==> config.mk <==
export PLATFORM = sky130hd
export DESIGN_NAME = uart_tx
export DESIGN_NICKNAME = d
export VERILOG_FILES = /design/src/rtl/uart_pkg.sv /design/src/rtl/uart_tx.sv
export SDC_FILE = /design/constraint.sdc
export NUM_CORES = 1
export LEC_CHECK = 0
export CAP_MARGIN = 10
export CORE_UTILIZATION = 57
export DETAILED_ROUTE_END_ITERATION = 12
export PLACE_DENSITY = 0.82
export SLEW_MARGIN = 30
export SYNTH_ARGS = -nofsm -noshare
export SYNTH_HDL_FRONTEND = slang
export SYNTH_SLANG_ARGS = --single-unit
==> constraint.sdc <==
create_clock -name i_clk -period 3.7 [get_ports i_clk]
set_clock_uncertainty 0.05 [all_clocks]
set_input_delay 0.37 -clock i_clk [delete_from_list [all_inputs] [get_ports i_clk]]
set_output_delay 0.37 -clock i_clk [all_outputs]
set_load 0.1 [all_outputs]
==> src/rtl/uart_pkg.sv <==
// -----------------------------------------------------------------------------
// uart_pkg -- definitions shared by the UART transmitter and receiver.
//
// Contents:
//   uart_state_e : frame state encoding (IDLE / START / DATA / STOP)
//   DBIT_DEF     : default number of data bits per frame
//   SB_TICK_DEF  : default oversampling ticks per stop bit (16 = 1 stop bit)
//   OVS          : oversampling ratio of the baud tick (ticks per bit)
//   TICK_W       : width of the per-bit tick counter
// -----------------------------------------------------------------------------
package uart_pkg;

  typedef enum logic [1:0] {
    IDLE  = 2'd0,
    START = 2'd1,
    DATA  = 2'd2,
    STOP  = 2'd3
  } uart_state_e;

  localparam int DBIT_DEF    = 8;
  localparam int SB_TICK_DEF = 16;
  localparam int OVS         = 16;
  localparam int TICK_W      = 4;

endpackage

==> src/rtl/uart_tx.sv <==
// -----------------------------------------------------------------------------
// uart_tx -- UART serialiser driven by a 16x oversampling baud tick.
//
// Sends one start bit (0), DBIT data bits LSB first, then a stop bit (1) of
// SB_TICK ticks. The baud tick comes from a generator outside this block.
//
// Parameters:
//   DBIT    : data bits per frame
//   SB_TICK : ticks in the stop bit (16 = one stop bit)
//
// Ports:
//   i_clk      : system clock
//   i_reset_n  : asynchronous active-low reset
//   i_tick     : 16x baud tick, one i_clk cycle wide
//   i_tx_start : request to send i_data (only honoured in IDLE)
//   i_data     : word to transmit, captured on the accepting edge
//   o_tx       : registered serial line, idle high
//   o_tx_done  : one-cycle pulse in the final cycle of the stop bit
//   o_busy     : high whenever a frame is in flight
// -----------------------------------------------------------------------------
module uart_tx
  import uart_pkg::*;
#(
  parameter int DBIT    = DBIT_DEF,
  parameter int SB_TICK = SB_TICK_DEF
) (
  input  logic            i_clk,
  input  logic            i_reset_n,
  input  logic            i_tick,
  input  logic            i_tx_start,
  input  logic [DBIT-1:0] i_data,
  output logic            o_tx,
  output logic            o_tx_done,
  output logic            o_busy
);

  localparam int                NW        = (DBIT > 1) ? $clog2(DBIT) : 1;
  localparam logic [NW-1:0]     LAST_BIT  = NW'(DBIT - 1);
  localparam logic [TICK_W-1:0] BIT_LAST  = TICK_W'(OVS - 1);
  localparam logic [TICK_W-1:0] STOP_LAST = TICK_W'(SB_TICK - 1);

  uart_state_e       state_q, state_d;
  logic [TICK_W-1:0] s_q, s_d;     // ticks elapsed within the current bit
  logic [NW-1:0]     n_q, n_d;     // index of the data bit on the line
  logic [DBIT-1:0]   b_q, b_d;     // shift register, LSB is next to send
  logic              tx_q, tx_d;

  // State register
  always_ff @(posedge i_clk or negedge i_reset_n) begin
    if (!i_reset_n) begin
      state_q <= IDLE;
      s_q     <= '0;
      n_q     <= '0;
      b_q     <= '0;
      tx_q    <= 1'b1;
    end else begin
      state_q <= state_d;
      s_q     <= s_d;
      n_q     <= n_d;
      b_q     <= b_d;
      tx_q    <= tx_d;
    end
  end

  // Next-state logic; tx_d is the line level for the state being entered,
  // so the line changes on the same edge as the state.
  always_comb begin
    state_d   = state_q;
    s_d       = s_q;
    n_d       = n_q;
    b_d       = b_q;
    tx_d      = tx_q;
    o_tx_done = 1'b0;

    unique case (state_q)
      IDLE: begin
        tx_d = 1'b1;
        // A tick in the accepting cycle is deliberately not counted.
        if (i_tx_start) begin
          state_d = START;
          s_d     = '0;
          b_d     = i_data;
          tx_d    = 1'b0;
        end
      end

      START: begin
        if (i_tick) begin
          if (s_q == BIT_LAST) begin
            state_d = DATA;
            s_d     = '0;
            n_d     = '0;
            tx_d    = b_q[0];
          end else begin
            s_d = s_q + 1'b1;
          end
        end
      end

      DATA: begin
        if (i_tick) begin
          if (s_q == BIT_LAST) begin
            s_d = '0;
            b_d = b_q >> 1;
            if (n_q == LAST_BIT) begin
              state_d = STOP;
              tx_d    = 1'b1;
            end else begin
              n_d  = n_q + 1'b1;
              tx_d = b_d[0];
            end
          end else begin
            s_d = s_q + 1'b1;
          end
        end
      end

      STOP: begin
        if (i_tick) begin
          if (s_q == STOP_LAST) begin
            // Done is flagged while still in STOP, so a start request in this
            // cycle cannot be accepted; the next IDLE cycle takes it.
            state_d   = IDLE;
            s_d       = '0;
            o_tx_done = 1'b1;
          end else begin
            s_d = s_q + 1'b1;
          end
        end
      end

      default: begin
        state_d = IDLE;
      end
    endcase
  end

  assign o_tx   = tx_q;
  assign o_busy = (state_q != IDLE);

endmodule

# After elaboration in Yosys (flattened, before gate mapping)
# Index checks and enable logic that the tools add are counted.
# Widths: inputs -> output; s select.
# word_totals
regBits	18
word_cells	66
# op_classes
n_addsub	2
eq_ne	15
mux	33
reduce_logical	11
# ops
operator	count
$mux 8	3
$ne 2x2->1 const B	9
$mux 2	8
$pmux 8 s2	1
$mux 3	5
$mux 4	3
$mux 1	9
$pmux 2 s4	1
$pmux 4 s2	1
$reduce_and 8->1	1
$pmux 3 s2	1
$reduce_and 6->1	1
$reduce_bool 2->1	3
$reduce_and 5->1	1
$add 4x1->4 const B	1
$eq 2x2->1 const B	2
$eq 4x4->1 const B	1
$reduce_and 4->1	1
$add 3x1->3 const B	1
$eq 3x3->1 const B	1
$pmux 1 s3	1
$reduce_bool 3->1	1
$reduce_or 3->1	1
$eq 2x1->1 const B	1
3 further kinds	3

# Longest topological paths before layout
# depth
ltp_word	5
depth_mapped	7
ltp_nobuf	6

# Least setup slack after synthesis
# OpenSTA, ideal clock, no wires.
# synth_path
path_type	register to register
start	register state_q[0]
end	register state_q[1]
t_arrival_ns	1.738
required_ns	3.525
setup_slack_ns	1.787
stages_incl_launch_ff	7
path_cell_list	dfrtp_1 > inv_1 > ha_1 > nor2_2 > o2bb2ai_2 > or4_4 > mux2_4
# synth_via
elab_chain_cells	3
# synth_rtl
item	line	rtl
start, declared	uart_tx.sv:42	uart_state_e state_q, state_d;
start signal, assigned	uart_tx.sv:57	state_q <= state_d;
$eq 2x2->1 (tied with other cells)	uart_tx.sv:75	unique case (state_q)
$ne 2x2->1 (no line)	n/a	
$reduce_and 8->1 (no line)	n/a	
# Parallel ways exist; a longest one is shown, timed or not.
# A chain may end at the register's enable or synchronous reset.

# Final worst setup path
# layout_path
start	register state_q[1]
end	output port o_busy
# layout_via
elab_chain_cells	1
# layout_rtl
item	line	rtl
$reduce_bool 2->1	uart_tx.sv:139	assign o_busy = (state_q != IDLE);
end, declared	uart_tx.sv:34	output logic o_busy
# Every way passes these cells.

==> impl_metrics.csv <==
group,metric,value,unit
setup_path,worst-path-stages,4,
logic_synthesis,yosysWarnings,0,
setup_path,cp_data_required_time,3.28,ns
routing,drt_iter0_markers,15,
grt,grtUsageTotal,0.238,
setup_path,r2r-start,"state_q[0]$_DFFE_PN0P_",
grt,overflow,0,
placement,dp_slack,1.28,ns
layout,fin_nets,153,
setup_path,reg2reg_depth,6,
layout,antenna_cells,0,
setup_path,critPathBufInv,3,
layout,fillerInstances,142,
timing,finalSetupViolCount,0,
grt,busiest_layer,"met2",
placement,dp_hpwl,1630,um
setup_path,r2r_setup_slack,1.39,ns
setup_path,cpPeakStageDelay,1.12,ns
clock_network,cts_htree_levels,1,
setup_path,crit_top_cell,"inv_1",
logic_synthesis,ys_ff_latch,18,
timing,slew_violations,0,
grt,grt.met1_usage,0.303,
grt,antenna_found_initial,0,
floorplan,die_y,45.9,um
logic_synthesis,synth_edf_count,0,
clock_network,cts_buffer_depth,2,
power,power_frac_seq,0.315,
floorplan,ios,15,
placement,gp_congestion,0.908,
floorplan,start_util,0.623,
setup_path,setup.worst_path.end_class,"output pin",
setup_path,crit_family,"buffers and inverters",
power,p_total,1.13,mW
placement,dpl-instance-area,0.00126,sq mm
logic_synthesis,syn_nets,135,
routing,firstDrtPassIters,4,
timing,fin_hold_ws,0.467,ns
clock_network,numCtsBuffers,3,
clock_network,clkSlewWorstSetupHoldPaths,0.11,ns
logic_synthesis,synth.avg_cell_area,9.72,sq um
floorplan,die_area,0.00211,sq mm
timing,max_freq,0.362,GHz
timing,rsz0062_at_grt,"no",
power,leakagePower,0.600,nW
floorplan,die_w,45.9,um
setup_path,worstPathArrival,2.34,ns
power,peakVddDrop,0.000541,V
routing,vias_per_cell,5.55,
power,clock_power_share,0.111,
placement,dp.cells,150,
placement,io_buffers,14,
timing,setup_ws,0.937,ns
floorplan,rows,15,
grt,first_global_vias,782,
logic_synthesis,synthFlopType,"dfrtp_1",
timing,slew_headroom,0.359,
routing,num_vias,860,
timing,worst_slew_pin_slew,0.959,ns
logic_synthesis,synth_cells,113,
power,p_per_area,867,mW/mm^2
routing,wl,2140,um
timing,final.setup.tns,0,ns
setup_path,slowest_stage,"clkdlybuf4s50_1",
power,p_int,616,uW
timing,hold_viol,0,
setup_path,cp-startpoint,"state_q[1]$_DFFE_PN0P_",
clock_network,cts_sinks,18,
layout,seqCellArea,452,sq um
clock_network,clockRootBuffer,"clkbuf_4",
routing,drt-wirelength-per-cell,13.8,um
setup_path,start_kind,"register",
layout,final_cell_area,0.00130,sq mm
layout,fin_util,0.738,
setup_path,cp_max_fo,5,
setup_path,endpoint,"o_busy",
clock_network,cts_hold_buf,0,
setup_path,path_cells,"inv_1, ha_1, inv_1, clkdlybuf4s50_1",
power,p_comb_frac,0.575,
clock_network,post_cts.repair.setup_buffers,0,
logic_synthesis,seq_area_frac_synth,0.411,
layout,multi_input_area,604,sq um
logic_synthesis,syn_area,0.00110,sq mm
power,power.switching,513,uW
clock_network,clkLatencyLatePin,0.30,ns
flow_run,drv_cap,0,
layout,layout.cells.non_filler,155,
setup_path,r2r_end,"state_q[1]$_DFFE_PN0P_",
power,swShare,0.454,
grt,grt_use_met3,0.0635,
layout,drive_gt1_frac,0.123,
status,status,"finished clean",
routing,route.detailed.drc,0,
clock_network,cts_resized,0,
clock_network,cts_tree,"yes",
setup_path,crit_type,"register to output pin",
grt,grt_max_degree,19,
timing,post-route-min-period,2.76,ns
layout,area_growth,18.6,%
timing,fin_crit_sh,0.747,
logic_synthesis,synthArstFlopShare,1.00,
floorplan,core_area,0.00176,sq mm
routing,ant_nets,0,
grt,met2_usage,0.369,
worst_hold_path,hold_path_class,"register to register",
logic_synthesis,synth_cell_types,34,
grt,grt_first_pass_wirelength,3460,um
[final cells by class]
class,count,area share
flip-flops and latches,18,0.347
inverters,9,0.0259
clock buffers,4,0.0279
multi-input cells,84,0.464
repair buffers,15,0.111
well taps,25,0.0240
[worst min-delay path by stage]
stage / startpoint / end / slack (ns) / cells after the start
finish: o_tx$_DFFE_PN1P_ / o_tx$_DFFE_PN1P_ / 0.47 / 2
global route: o_tx$_DFFE_PN1P_ / o_tx$_DFFE_PN1P_ / 0.47 / 2
CTS: o_tx$_DFFE_PN1P_ / o_tx$_DFFE_PN1P_ / 0.47 / 2
detailed placement: o_tx$_DFFE_PN1P_ / o_tx$_DFFE_PN1P_ / 0.45 / 2
global placement: o_tx$_DFFE_PN1P_ / o_tx$_DFFE_PN1P_ / 0.43 / 2
floorplan: i_reset_n / b_q[0]$_DFFE_PN0P_ / 0.02 / 0
[power by group through the flow]
stage / Sequential, mW / Combinational [mW] / Clock [mW]
6_report: 0.355 / 0.649 / 0.125
4_1_cts: 0.354 / 0.641 / 0.127
3_5_place_dp: 0.359 / 0.637 / 0
3_3_place_gp: 0.349 / 0.614 / 0
2_1_floorplan: 0.376 / 0.483 / 0
5_1_grt: 0.363 / 0.712 / 0.137
[cell usage in the layout, fill, tap and decap left out, types with 2 or more instances in the layout]
| cell | count |
|---|---|
| dfrtp_1 | 17 |
| nor2_1 | 15 |
| clkdlybuf4s50_1 | 13 |
| mux2i_1 | 10 |
| ha_1 | 10 |
| a21oi_1 | 9 |
| inv_1 | 8 |
| o21ai_0 | 8 |
| nand2_1 | 7 |
| clkbuf_4 | 4 |
| nand2b_1 | 3 |
| nor2b_1 | 2 |
[cells by family (layout without fill, tap and decap cells)]
group           count (synthesis)  in the layout  synth area share
simple gates                   35             35             0.157
mux                            12             12             0.115
fa+ha+maj                      10             10             0.114
flops                          18             18             0.411
buf+inv                        11             28            0.0387
compound gates                 27             27             0.164
[synth_stat cells, types with 2 or more instances]
cell type  count  area [sq um]
ha_1          10           125
inv_1          8          30.0
nor2b_1        2          12.5
dfrtp_1       17           425
nand2b_1       3          18.8
nor2_1        15          56.3
o21ai_0        8          40.0
mux2i_1       10           100
nand2_1        7          26.3
a21oi_1        9          45.0
[worst register-to-register path, cell delays in order (launching register included)]
cell       delay [ns]
dfrtp_1          0.42
inv_1            0.12
ha_1             0.44
nor2_2           0.23
o2bb2ai_2        0.08
or4_4            0.54
mux2_4           0.32
[metal layers]
metal | routed length, um | vias up
met3 | 64 | 4
met4 | 31 | 0
met2 | 1040 | 18
li1 | - | 426
met1 | 1010 | 412
met5 | 0 | -
[state kept, by name, indices dropped and copies added, names as in the netlist]
signal,cells
s_q,4
o_tx,1
b_q,8
n_q,3
state_q,2
(Power assumes the default switching activity.)
